### src/rtl/hog_bin_if.sv
// hog_bin_if: pixel-pair input and cell-histogram output handshakes of hog_bin_accum.
interface hog_bin_if #(
    parameter int MAG_W = 9,
    parameter int BIN_W = 15
);
    logic                   in_valid;
    logic                   in_ready;
    logic [19:0]            tan;
    logic [MAG_W-1:0]       mag;
    logic                   out_valid;
    logic                   out_ready;
    logic [9*BIN_W-1:0]     hist;

    modport master (output in_valid, tan, mag, out_ready, input in_ready, out_valid, hist);
    modport slave  (input in_valid, tan, mag, out_ready, output in_ready, out_valid, hist);
endinterface

### src/rtl/hog_bin_accum.sv
// hog_bin_accum: quantises Q4.16 tangents into 9 orientation bins and accumulates magnitude per cell.
// Define HOG_BIN_SAT_EN to make bin additions saturate instead of wrapping.
module hog_bin_accum #(
    parameter int MAG_W    = 9,
    parameter int CELL_PIX = 64,
    parameter int BIN_W    = 15
) (
    input  logic     clk,
    input  logic     rst_n,
    hog_bin_if.slave bus
);
    localparam int CW = $clog2(CELL_PIX);
    localparam logic signed [19:0] T20 = 20'sh05D2D;
    localparam logic signed [19:0] T40 = 20'sh0D6CF;
    localparam logic signed [19:0] T60 = 20'sh1BB68;
    localparam logic signed [19:0] T80 = 20'sh5ABD9;
    localparam logic signed [19:0] N20 = 20'shFA2D3;
    localparam logic signed [19:0] N40 = 20'shF2931;
    localparam logic signed [19:0] N60 = 20'shE4498;
    localparam logic signed [19:0] N80 = 20'shA5427;

    typedef enum logic [1:0] {ACCUM, DRAIN, HOLD} state_t;

    state_t            state_q, state_d;
    logic [CW-1:0]     cnt_q, cnt_d;
    logic              s1_valid_q, s1_valid_d, s2_valid_q, s2_valid_d;
    logic [3:0]        s1_bin_q, s1_bin_d, bin_idx;
    logic [MAG_W-1:0]  s1_mag_q, s1_mag_d;
    logic [BIN_W-1:0]  bins_q [9];
    logic [BIN_W-1:0]  bins_d [9];
    logic signed [19:0] t;
    logic              accept, last;

    function automatic logic [BIN_W-1:0] add_bin(input logic [BIN_W-1:0] a, input logic [MAG_W-1:0] m);
        logic [BIN_W:0] s;
        s = {1'b0, a} + (BIN_W+1)'(m);
`ifdef HOG_BIN_SAT_EN
        return s[BIN_W] ? '1 : s[BIN_W-1:0];
`else
        return s[BIN_W-1:0];
`endif
    endfunction

    assign t             = $signed(bus.tan);
    assign bus.in_ready  = state_q == ACCUM;
    assign bus.out_valid = state_q == HOLD;
    assign accept        = bus.in_valid && bus.in_ready;
    assign last          = cnt_q == CW'(CELL_PIX - 1);

    // Negative side keeps N80 itself in bin 4 so both divide-by-zero codes share it.
    assign bin_idx = !t[19] ? (t < T20 ? 4'd0 : t < T40 ? 4'd1 : t < T60 ? 4'd2 : t < T80 ? 4'd3 : 4'd4)
                            : (t >= N20 ? 4'd8 : t >= N40 ? 4'd7 : t >= N60 ? 4'd6 : t > N80 ? 4'd5 : 4'd4);

    always_comb begin
        state_d    = state_q;
        cnt_d      = accept ? (last ? '0 : cnt_q + 1'b1) : cnt_q;
        s1_valid_d = accept;
        s1_bin_d   = accept ? bin_idx : s1_bin_q;
        s1_mag_d   = accept ? bus.mag : s1_mag_q;
        s2_valid_d = s1_valid_q;
        bins_d     = bins_q;
        for (int k = 0; k < 9; k++)
            if (s1_valid_q && s1_bin_q == 4'(k)) bins_d[k] = add_bin(bins_q[k], s1_mag_q);
        case (state_q)
            ACCUM:   state_d = accept && last ? DRAIN : ACCUM;
            DRAIN:   state_d = !s1_valid_q && !s2_valid_q ? HOLD : DRAIN;
            HOLD: begin
                state_d = bus.out_ready ? ACCUM : HOLD;
                if (bus.out_ready) bins_d = '{default: '0};
            end
            default: state_d = ACCUM;
        endcase
    end

    always_ff @(posedge clk or negedge rst_n) begin
        if (!rst_n) begin
            state_q    <= ACCUM;
            cnt_q      <= '0;
            s1_valid_q <= 1'b0;
            s2_valid_q <= 1'b0;
            s1_bin_q   <= '0;
            s1_mag_q   <= '0;
            bins_q     <= '{default: '0};
        end else begin
            state_q    <= state_d;
            cnt_q      <= cnt_d;
            s1_valid_q <= s1_valid_d;
            s2_valid_q <= s2_valid_d;
            s1_bin_q   <= s1_bin_d;
            s1_mag_q   <= s1_mag_d;
            bins_q     <= bins_d;
        end
    end

    genvar k;
    for (k = 0; k < 9; k++) begin : g_hist
        assign bus.hist[k*BIN_W +: BIN_W] = bins_q[k];
    end
endmodule
### src/flat_wrapper.sv
// flat-port wrapper written by rule: the top's interface ports become plain ports
module hog_bin_accum_flat 
#(
    parameter int MAG_W    = 9,
    parameter int CELL_PIX = 64,
    parameter int BIN_W    = 15
)
  (clk, rst_n, bus_in_valid, bus_tan, bus_mag, bus_out_ready, bus_in_ready, bus_out_valid, bus_hist);
  hog_bin_if #(.MAG_W(MAG_W), .BIN_W(BIN_W)) bus_i ();
  input  logic clk;
  input  logic rst_n;
  input wire logic [$bits(bus_i.in_valid)-1:0] bus_in_valid;
  input wire logic [$bits(bus_i.tan)-1:0] bus_tan;
  input wire logic [$bits(bus_i.mag)-1:0] bus_mag;
  input wire logic [$bits(bus_i.out_ready)-1:0] bus_out_ready;
  output wire logic [$bits(bus_i.in_ready)-1:0] bus_in_ready;
  output wire logic [$bits(bus_i.out_valid)-1:0] bus_out_valid;
  output wire logic [$bits(bus_i.hist)-1:0] bus_hist;
  assign bus_i.in_valid = bus_in_valid;
  assign bus_i.tan = bus_tan;
  assign bus_i.mag = bus_mag;
  assign bus_i.out_ready = bus_out_ready;
  assign bus_in_ready = bus_i.in_ready;
  assign bus_out_valid = bus_i.out_valid;
  assign bus_hist = bus_i.hist;
  hog_bin_accum #(.MAG_W(MAG_W), .CELL_PIX(CELL_PIX), .BIN_W(BIN_W)) u_core (.clk(clk), .rst_n(rst_n), .bus(bus_i));
endmodule
### config.mk
export PLATFORM = sky130hd
export DESIGN_NAME = hog_bin_accum_flat
export DESIGN_NICKNAME = d
export VERILOG_FILES = /design/src/rtl/hog_bin_if.sv /design/src/rtl/hog_bin_accum.sv /design/src/flat_wrapper.sv
export SDC_FILE = /design/constraint.sdc
export NUM_CORES = 1
export LEC_CHECK = 0
export CORE_ASPECT_RATIO = 1.75
export CORE_MARGIN = 1
export CORE_UTILIZATION = 59
export DETAILED_ROUTE_END_ITERATION = 6
export PLACE_DENSITY = 0.87
export SLEW_MARGIN = 20
export SYNTH_ARGS = -nofsm -noshare
export SYNTH_HDL_FRONTEND = slang
export SYNTH_SLANG_ARGS = --single-unit
### constraint.sdc
create_clock -name clk -period 4.2 [get_ports clk]
set_input_delay 0.84 -clock clk [delete_from_list [all_inputs] [get_ports clk]]
set_output_delay 0.84 -clock clk [all_outputs]
set_load 0.02 [all_outputs]
# Word-level counts from Yosys, hierarchy flattened
# Cells that the tools add are included.
dict set report word_totals {
  regBits 158
  input_bits 33
  out_inout_bits 137
  elab_cells 85
}
dict set report op_classes {
  n_addsub 10
  order_cmp 8
  n_eq_ne 11
  n_mux 25
  n_reduce_logical 16
}
# cell n
set ops {}
lappend ops {{$mux W135} 2}
lappend ops {{$add A15 B9 Y15} 9}
lappend ops {{$mux W15} 9}
lappend ops {{$mux W4} 7}
lappend ops {{$ge A20 B16 Y1 const B} 1}
lappend ops {{$ge A20 B17 Y1 const B} 1}
lappend ops {{$ge A20 B18 Y1 const B} 1}
lappend ops {{$gt A20 B20 Y1 const B} 1}
lappend ops {{$lt A20 B16 Y1 const B} 1}
lappend ops {{$lt A20 B17 Y1 const B} 1}
lappend ops {{$lt A20 B18 Y1 const B} 1}
lappend ops {{$lt A20 B20 Y1 const B} 1}
lappend ops {{$eq A4 B3 Y1 const B} 4}
lappend ops {{$logic_and A1 B1 Y1} 12}
lappend ops {{$eq A4 B2 Y1 const B} 2}
lappend ops {{$add A6 B1 Y6 const B} 1}
lappend ops {{$eq A6 B6 Y1 const B} 1}
lappend ops {{$mux W6} 1}
lappend ops {{$pmux W2 S3} 1}
lappend ops {{$eq A4 B1 Y1 const B} 1}
lappend ops {{$eq A4 B4 Y1 const B} 1}
lappend ops {{$logic_not A4 Y1} 1}
lappend ops {{$mux W2} 2}
lappend ops {{$mux W3} 1}
lappend ops {{5 further kinds} 7}

# Logic depth before layout (Yosys ltp)
# Gate-level depths: netlist (run 1).
dict set report depth {
  ltp_word 6
  depth_mapped 9
  mapped_depth_nobuf 9
}

# Worst setup path before layout (run 1)
# No wires, ideal clock.
dict set report synth_path {
  path_type {register -> register}
  from {register u_core.s1_mag_q[1]}
  to {register u_core.bins_q, in the netlist u_core.bus.hist[89]}
  setup_time_ns 0.079
  arrival_time_ns 2.373
  slack_ns 1.747
  path_stages_with_launch 9
  path_buffers 0
  synth_period_minus_slack_ns 2.453
  path_cell_list {dfrtp_1 -> inv_1 -> fa_1 -> nor2b_1 -> o21ai_0 -> a21boi_1 -> o2111ai_1 -> a211oi_1 -> mux2i_1}
}
# element line
set synth_rtl {}
lappend synth_rtl {{start, declared} hog_bin_accum.sv:28} ;# logic [MAG_W-1:0] s1_mag_q, s1_mag_d;
lappend synth_rtl {{start signal, assigned} hog_bin_accum.sv:90} ;# s1_mag_q <= s1_mag_d;
lappend synth_rtl {{end signal, assigned} hog_bin_accum.sv:91} ;# bins_q <= bins_d;
lappend synth_rtl {{end, declared} hog_bin_accum.sv:29} ;# logic [BIN_W-1:0] bins_q [9];

==> results of run 1 <==
## cells in the mapped netlist (11+ instances only)
library cell,number,area [um2]
clkbuf_1,32,120
nor2_1,66,248
xor2_1,34,298
ha_1,82,1030
o2111ai_1,12,105
xnor2_1,14,123
o211ai_1,17,128
nor2b_1,11,68.8
a2111o_1,14,158
o21ai_0,100,500
o21a_1,20,150
nor4b_1,21,184
nand3_1,55,275
dfrtp_1,158,3950
nand2_1,156,586
inv_1,67,251
a21oi_1,115,576
a211oi_1,22,165
nand2b_1,13,81.3
and3_1,11,68.8
or3_1,32,200
nor3_1,30,150
## worst max path at each step
stage,depth (start not counted),slack [ns],from,end
2_1_floorplan,8,1.75,u_core.s1_mag_q[1]$_DFFE_PN0P_,u_core.bus.hist[89]$_DFF_PN0_
3_3_place_gp,8,1.19,u_core.s1_mag_q[1]$_DFFE_PN0P_,u_core.bus.hist[89]$_DFF_PN0_
3_5_place_dp,8,1.11,u_core.s1_mag_q[1]$_DFFE_PN0P_,u_core.bus.hist[89]$_DFF_PN0_
4_1_cts,8,1.07,u_core.s1_mag_q[1]$_DFFE_PN0P_,u_core.bus.hist[29]$_DFF_PN0_
5_1_grt,8,0.82,u_core.s1_mag_q[1]$_DFFE_PN0P_,u_core.bus.hist[29]$_DFF_PN0_
6_report,8,1.03,u_core.s1_mag_q[1]$_DFFE_PN0P_,u_core.bus.hist[29]$_DFF_PN0_
## area by class of cell
type	instances	area share, %
clock buffer	20	3.42
multi-input combinational	978	48.1
sequential	158	29.6
clock inverter	11	1.17
tap	234	2.19
inverter	68	1.91
timing repair buffer	182	13.6
## sequential cells by signal, summed over array words and instances, names as in the netlist
| register | flops |
|---|---|
| u_core.bus.hist | 135 |
| u_core.s1_mag_q | 9 |
| u_core.cnt_q | 6 |
| u_core.s1_bin_q | 4 |
| u_core.state_q | 2 |
| u_core.s1_valid_q | 1 |
| u_core.s2_valid_q | 1 |
## cell families (layout without fill, tap and decap cells)
kind of cell | after synthesis | in the layout | synth area share (%)
buffers and inverters | 111 | 281 | 3.99
and+or+nand+nor | 451 | 451 | 21.1
adders and majority gates | 91 | 91 | 11.2
muxes | 20 | 20 | 1.97
xor gates and xnor gates | 48 | 48 | 3.89
DFF | 158 | 158 | 36.6
AOI/OAI and AO/OA | 368 | 368 | 21.2
## per-stage QoR
stage	cell area [um2]	hold slack [ns]	power, uW
CTS	13400	0.505	9330
global placement	12700	0.477	7470
global route	13400	0.525	9960
finish	13400	0.437	9370
detailed placement	12700	0.480	7630
floorplan	10800	0.442	5730
## metal layers
layer | GRT usage [%] | vias up | part of all wire, %
li1 | - | 4862 | -
met3 | 5.66 | 141 | 5.7
met2 | 59.1 | 426 | 51
met5 | 0 | - | 0
met1 | 35.9 | 4972 | 36
met4 | 24.5 | 0 | 6.9
## power by group
part	leakage, uW	switching, uW	internal, uW
logic	0.00335	2690	2230
registers	0.00193	743	2070
clock network	0.000290	665	971
total	0.00558	4100	5270
## worst reg2reg max path, delay by kind of cell (launching register included)
family                     cells  cell delay, ns
muxes                          1            0.24
AOI/OAI and AO/OA              4            1.03
DFF                            1            0.62
adders and majority gates      1            0.58
and+or+nand+nor                1            0.13
buffers and inverters          1            0.49
## layout by cell type (no fill, tap or decap), types with 12 or more instances in the layout
cell type and count:
clkdlybuf4s50_1 168, dfrtp_1 158, nand2_1 155, a21oi_1 115
o21ai_0 100, ha_1 82, inv_1 67, nor2_1 66
nand3_1 55, xor2_1 34, or3_1 32, nor3_1 30
a211oi_1 22, nor4b_1 21, o21a_1 20, o211ai_1 17
clkbuf_16 17, xnor2_1 14, a2111o_1 14, nand2b_1 13
o2111ai_1 12
==> reports/metrics.yaml, run 1 <==
outcome: "finished, final reports clean"
worstRegToRegCells: 8
row_count: 65
critical_path.max_fanout: 10
worst-setup-path-type: "register to register"
die_area_um2: 18900
synthFlopType: "dfrtp_1"
drc: 0
dpl.hpwl_um: 21800
cts_setup_buffers: 0
grt_overflow: 0
drtIter0Drc: 559
crit_family: "compound AO/OA/AOI/OAI gates"
cts_tree: "done"
start_util_pct: 60.1
drv_slew: 0
clock_latency_ns: 0.43
post-route-min-period_ns: 3.17
leakage_uw: 0.00558
diodes: 0
seqCellArea_um2: 3950
slew_headroom_pct: 36.7
coreArea_um2: 18000
skew_ns: 0.00787
portBuffers: 169
max_stage_delay_ns: 0.62
yosysUniqueCellTypes: 62
postCtsHoldBufs: 0
ant_nets: 0
synth_warnings: 0
fin_ws_ns: 1.03
ys_async_sr_fraction_pct: 100
arrival_ns: 3.52
drt-total-wl_um: 31100
avgSynthCellArea_um2: 8.66
drv_cap: 0
crit_path_start_kind: "register"
rr_endpoint: "u_core.bus.hist[29]$_DFF_PN0_"
syn_area_um2: 10800
placed_cells_incl_taps: 1620
hold_path.class: "input port to asynchronous set/reset pin"
routed_via_density: 6.30
cts_resized: 0
p_per_area_nw_per_um2: 701
die_w_um: 104
clk_pin_slew_worst_paths_ns: 0.07
r2r_slack_ns: 1.03
io_pins: 170
synth_edf_count: 0
grt_pass1_wl_um: 50100
die_y_um: 181
num_vias: 10400
final_cell_count_no_fill: 1651
cts_buffers: 17
drtPass1Iterations: 5
required_ns: 4.55
cp_num_buf_inv: 1
multi_input_area_um2: 6430
endpoint_kind: "register"
place_congestion: 0.907
first_global_vias: 10300
ir_drop_mv: 0.327
cts.path.max_buffers: 2
layout.nets: 1529
rsz0062_at_grt: "no"
setup_tns_ns: 0
min_period_over_period_pct: 75.5
antenna_found_initial: 0
wire_per_inst_um: 18.8
grt_util_all_layers_pct: 33.5
crit_chain: "inv_1 -> fa_1 -> nor2b_1 -> o21ai_1 -> a21boi_1 -> o2111ai_1 -> a211oi_1 -> mux2i_1"
drive_gt1_share_pct: 5.08
cts_htree_levels: 4
crit-reg2reg-launch: "u_core.s1_mag_q[1]$_DFFE_PN0P_"
slowest_stage: "dfrtp_1"
setup_violations: 0
area_delta_synth_final_pct: 23.7
tightest_slew_ns: 0.950
root_buffer: "clkbuf_16"
syn_nets: 1371
ys_seq_area_share_pct: 36.6
nFillCells: 1288
syn-instance-count: 1247
synth-seq-cells: 158
clock_sinks: 158
hold_violations: 0
grt_max_degree: 96
clock.fmax_mhz: 316
fin_util_pct: 74.3
place_ws_ns: 1.11
Power figures use the tool's default switching activity.
==> run 2: changes to the inputs <==
--- a/config.mk
+++ b/config.mk
@@ -7,9 +7,9 @@
 export LEC_CHECK = 0
 export CORE_ASPECT_RATIO = 1.75
 export CORE_MARGIN = 1
-export CORE_UTILIZATION = 59
+export CORE_UTILIZATION = 50
 export DETAILED_ROUTE_END_ITERATION = 6
-export PLACE_DENSITY = 0.87
+export PLACE_DENSITY = 0.78
 export SLEW_MARGIN = 20
 export SYNTH_ARGS = -nofsm -noshare
 export SYNTH_HDL_FRONTEND = slang
==> constraint.sdc (replaced) <==
create_clock -name clk -period 2.7 [get_ports clk]
set_input_delay 0.54 -clock clk [delete_from_list [all_inputs] [get_ports clk]]
set_output_delay 0.54 -clock clk [all_outputs]
set_load 0.02 [all_outputs]
==> reports/metrics.yaml, run 2 (synthesized netlist as in run 1, its figures left out) <==
skew_ns: 0.00738  # -0.000498 ns
endpoint_kind: "register"
p_per_area_nw_per_um2: 1090  # +55%
die_w_um: 113  # +8.5%
failed_checks: "DRC"
slew_headroom_pct: 39.3  # +2.7 points
drv_slew: 0  # unchanged
diodes: 0  # unchanged
tightest_slew_ns: 0.910  # -0.0401 ns
cts_tree: "done"
drtPass1Iterations: 7  # +2
wire_per_inst_um: 19.2  # +1.9%
arrival_ns: 2.92  # -0.60 ns
worstRegToRegCells: 6  # -2
hold_path.class: "input port to asynchronous set/reset pin"
area_delta_synth_final_pct: 25.8
dpl.hpwl_um: 23200  # +6.6%
critical_path.max_fanout: 10  # unchanged
coreArea_um2: 21000  # +17%
ant_nets: 0  # unchanged
clock_latency_ns: 0.44  # about the same
largest_register_ffs: 135  # unchanged
crit-reg2reg-launch: "u_core.s1_mag_q[5]$_DFFE_PN0P_"
r2r_slack_ns: 0.13  # -0.90 ns
whs_ns: 0.0299  # -0.407 ns
grt_overflow: 0  # unchanged
post-route-min-period_ns: 2.57  # -0.595 ns
ir_drop_mv: 0.495  # +51%
first_global_vias: 10500  # +1.3%
cts_buffers: 17  # unchanged
drive_gt1_share_pct: 6.83  # +1.8 points
cts.path.max_buffers: 2  # unchanged
clock.fmax_mhz: 389  # +23%
root_buffer: "clkbuf_16"
routed_via_density: 6.16  # -2.2%
final_cell_mix: "clkdlybuf4s50_1 (168), dfrtp_1 (157), nand2_1 (155)"
crit_path_start_kind: "register"
outcome: "finished, violations left"
grt_util_all_layers_pct: 29.9  # -3.6 points
row_count: 70  # +7.7%
drc: 4  # +4
hold_violations: 0  # unchanged
layout.nets: 1545  # +1.0%
portBuffers: 169  # unchanged
worst-setup-path-type: "register to register"
drt-total-wl_um: 32400  # +4.1%
start_util_pct: 51.4  # -8.7 points
required_ns: 3.05  # -1.50 ns
drtIter0Drc: 545  # -2.5%
drv_cap: 0  # unchanged
setup_tns_ns: 0  # unchanged
cts_htree_levels: 4  # unchanged
io_pins: 170  # unchanged
place_congestion: 0.926  # +2.1%
die_y_um: 196  # +8.5%
die_area_um2: 22200  # +18%
grt_max_degree: 65  # -32%
clock_sinks: 158  # unchanged
grt_pass1_wl_um: 52000  # +3.8%
rsz0062_at_grt: "no"
rr_endpoint: "u_core.bus.hist[56]$_DFF_PN0_"
clk_pin_slew_worst_paths_ns: 0.07  # about the same
antenna_found_initial: 0  # unchanged
num_vias: 10400  # -0.077%
final_common_cell: "clkdlybuf4s50_1"
leakage_uw: 0.00567  # +1.7%
setup_violations: 0  # unchanged
min_period_over_period_pct: 95.3  # +20 points
-- run 2: report_power, final --
group / switching (uW) / internal, uW / leakage, uW
clock: 1050 / 1600 / 0.000299
combinational: 4180 / 3510 / 0.00344
sequential: 1170 / 3220 / 0.00193
total: 6400 / 8340 / 0.00567
-- run 2: cell type report --
class                   instances  area [um2]
fillers                      1788        7440
repair buffers                198        1950
inverters                      68         255
multi-input cells             978        6470
clock buffers                  20         457
clock inverters                12         185
well taps                     252         315
flip-flops and latches        158        3960
-- run 2: worst max-delay path by stage --
| stage | startpoint | end | slack (ns) | depth (start not counted) |
|---|---|---|---|---|
| floorplan | u_core.s1_mag_q[1]$_DFFE_PN0P_ | u_core.bus.hist[89]$_DFF_PN0_ | 0.25 | 8 |
| global route | u_core.s1_mag_q[0]$_DFFE_PN0P_ | u_core.bus.hist[72]$_DFF_PN0_ | 0.02 | 10 |
| finish | u_core.s1_mag_q[5]$_DFFE_PN0P_ | u_core.bus.hist[56]$_DFF_PN0_ | 0.13 | 6 |
| CTS | u_core.s1_mag_q[2]$_DFFE_PN0P_ | u_core.bus.hist[29]$_DFF_PN0_ | 0.14 | 7 |
| global placement | bus_tan[16] | u_core.s1_bin_q[0]$_DFFE_PN0P_ | 0.17 | 6 |
| detailed placement | u_core.s1_mag_q[2]$_DFFE_PN0P_ | u_core.bus.hist[29]$_DFF_PN0_ | 0.14 | 7 |
-- run 2: worst max-delay path, cell delays in order (launching register included) --
cell and delay [ns]:
dfrtp_1 0.67, ha_1 0.38, or3_1 0.40, or2_1 0.26, a31oi_1 0.37, o21ai_0 0.18, a21oi_1 0.22
-- run 2: what timing repair did --
action,in CTS,in global routing
setup endpoints to repair,0,14
resized for setup,0,10
hold buffers,0,0
setup buffers,0,0
-- run 2: per-layer routing --
layer  global-route usage [%]  vias to the layer above  wire (um)
met5                        0                        -          0
met4                     18.8                        0       1920
met3                     5.38                      113       1660
met2                     53.4                      347      16700
met1                     32.4                     5039      12100
li1                         -                     4894          -
-- run 2: stage by stage --
step	setup WS, ns	std cells	area, um2	util (%)	power [uW]
after floorplan	0.247	1247	10800	-	8920
after global placement	0.167	1654	12900	61.4	11700
after detailed placement	0.144	1654	12900	61.4	11900
after CTS	0.138	1686	13500	64.4	14700
after global routing	0.0167	1686	13600	64.6	15700
final	0.126	1686	13600	64.6	14700
==> run 3: changes to the inputs <==
--- a/config.mk
+++ b/config.mk
@@ -5,11 +5,14 @@
 export SDC_FILE = /design/constraint.sdc
 export NUM_CORES = 1
 export LEC_CHECK = 0
+export CELL_PAD_IN_SITES_DETAIL_PLACEMENT = 1
+export CELL_PAD_IN_SITES_GLOBAL_PLACEMENT = 1
 export CORE_ASPECT_RATIO = 1.75
 export CORE_MARGIN = 1
-export CORE_UTILIZATION = 50
+export CORE_UTILIZATION = 37
 export DETAILED_ROUTE_END_ITERATION = 6
-export PLACE_DENSITY = 0.78
+export PLACE_DENSITY_LB_ADDON = 0.1
+export RECOVER_POWER = 50
 export SLEW_MARGIN = 20
 export SYNTH_ARGS = -nofsm -noshare
 export SYNTH_HDL_FRONTEND = slang
==> reports/metrics.yaml, run 3 (synthesized netlist as in run 1, its figures left out) <==
skew_ns: 0.0105  # +0.00309 ns
place_ws_ns: 0.0399  # -0.104 ns
rsz0062_at_grt: "no"
min_period_over_period_pct: 94.9  # -0.39 points
r2r_slack_ns: 0.14  # about the same
p_per_area_nw_per_um2: 1100  # +1.3%
crit-reg2reg-launch: "u_core.s1_mag_q[3]$_DFFE_PN0P_"
cts_htree_levels: 4  # unchanged
wire_per_inst_um: 20.1  # +4.7%
drtIter0Drc: 387  # -29%
arrival_ns: 2.87  # -0.05 ns
worstRegToRegCells: 8  # +2
layout.nets: 1568  # +1.5%
cts.path.max_buffers: 2  # unchanged
leakage_uw: 0.00584  # +3.1%
root_buffer: "clkbuf_16"
ant_nets: 0  # unchanged
drv_cap: 0  # unchanged
grt_overflow: 0  # unchanged
clock.fmax_mhz: 390  # +0.41%
use_met2_pct: 47.3  # -6.1 points
portBuffers: 169  # unchanged
crit_start: "u_core.s1_mag_q[3]$_DFFE_PN0P_"
drtPass1Iterations: 6  # -1
drive_gt1_share_pct: 7.82  # +0.99 points
critical_path.max_fanout: 7  # -3
cts_buffers: 17  # unchanged
crit_path_start_kind: "register"
first_global_vias: 11100  # +5.7%
drc: 0  # -4
tightest_slew_ns: 1.30  # +0.388 ns
num_vias: 10400  # +0.077%
final_common_cell: "dfrtp_1"
met3_usage_pct: 4.40  # -0.98 points
post-route-min-period_ns: 2.56  # -0.0105 ns
die_area_um2: 29900  # +35%
area_delta_synth_final_pct: 29.8
final_cell_count_no_fill: 1835  # +8.8%
use_met1_pct: 27.5  # -4.9 points
clk_pin_slew_worst_paths_ns: 0.07  # about the same
placed_cells_incl_taps: 1803  # +9.0%
clock_latency_ns: 0.46  # +0.02 ns
final_cell_mix: "dfrtp_1 (157), nand2_1 (155), clkdlybuf4s50_1 (149)"
grt_util_all_layers_pct: 25.7  # -4.3 points
outcome: "finished, final reports clean"
die_w_um: 131  # +16%
drv_slew: 0  # unchanged
required_ns: 3.01  # -0.04 ns
slew_headroom_pct: 13.5  # -26 points
busiest_layer: "met2"
largest_register_ffs: 135  # unchanged
setup_tns_ns: 0  # unchanged
diodes: 0  # unchanged
hold_violations: 0  # unchanged
io_pins: 170  # unchanged
start_util_pct: 37.7  # -14 points
grt_max_degree: 63  # -3.1%
antenna_found_initial: 0  # unchanged
worst-setup-path-type: "register to register"
routed_via_density: 5.67  # -8.0%
hold_path.class: "input port to asynchronous set/reset pin"
drt-total-wl_um: 36900  # +14%
ir_drop_mv: 0.583  # +18%
endpoint_kind: "register"
grt_pass1_wl_um: 59700  # +15%
cts_tree: "done"
dpl.hpwl_um: 27700  # +19%
clock_sinks: 158  # unchanged
setup_violations: 0  # unchanged
row_count: 82  # +17%
coreArea_um2: 28600  # +36%
fin_ws_ns: 0.137  # +0.0105 ns
rr_endpoint: "u_core.bus.hist[13]$_DFF_PN0_"
die_y_um: 228  # +16%
place_congestion: 0.858  # -7.4%
## run 3: changes by cell type in the layout (fill, tap and decap cells not counted), moves of 3 or more
cell             delta
clkinvlp_4          -3
clkbuf_1            +7
buf_12              +3
buf_4              +11
clkdlybuf4s50_1    -19
dlygate4sd3_1      +19
bufinv_16           +5
## run 3: layout make-up
| cell class | count | area [um2] |
|---|---|---|
| fillers | 3303 | 14600 |
| multi-input cells | 978 | 6470 |
| flip-flops and latches | 158 | 3960 |
| repair buffers | 221 | 2120 |
| well taps | 378 | 473 |
| clock buffers | 17 | 425 |
| clock inverters | 15 | 314 |
| inverters | 68 | 255 |
## run 3: worst max path at each step
| stage | slack (ns) | depth (start not counted) | endpoint |
|---|---|---|---|
| final | 0.14 | 8 | u_core.bus.hist[13]$_DFF_PN0_ |
| after global routing | 0.005 | 10 | u_core.bus.hist[115]$_DFF_PN0_ |
| after CTS | 0.003 | 10 | u_core.bus.hist[130]$_DFF_PN0_ |
| after detailed placement | 0.04 | 10 | u_core.bus.hist[130]$_DFF_PN0_ |
| after global placement | 0.14 | 6 | u_core.s1_bin_q[1]$_DFFE_PN0P_ |
| after floorplan | 0.25 | 8 | u_core.bus.hist[89]$_DFF_PN0_ |
## run 3: per-stage QoR
stage               total power, uW  area (um2)  utilization, %  hold slack, ns
global route                  16500       14000            49.0           0.456
detailed placement            12300       13300            46.4           0.479
floorplan                      8920       10800               -           0.244
CTS                           15500       14000            49.0          0.0324
finish                        15400       14000            49.0           0.353
global placement              12100       13300            46.4           0.478
## run 3: power by group
part / internal (uW) / switching, uW
combinational: 3580 / 4420
clock: 2010 / 1080
sequential: 3220 / 1100
## run 3: routing by layer
layer / vias to the layer above / part of all wire (%)
met4: 0 / 4.9
met2: 208 / 53
li1: 4918 / -
met3: 87 / 3.3
met5: - / 0
met1: 5188 / 39
## run 3: worst max-delay path, cell delays in order (launching register included)
cell and delay, ns:
dfrtp_1 0.63, buf_4 0.27, ha_1 0.34, nand3_1 0.10
o221ai_1 0.37, o2111ai_1 0.25, a211oi_2 0.26, xnor2_1 0.14
nor2_1 0.06
## run 3: repair_timing
| item | CTS | global route |
|---|---|---|
| buffers inserted | 0 | 0 |
| hold buffers | 0 | 0 |
| resized for setup | 0 | 13 |
| hold endpoints to repair | 0 | 0 |
| setup endpoints to repair | 0 | 25 |
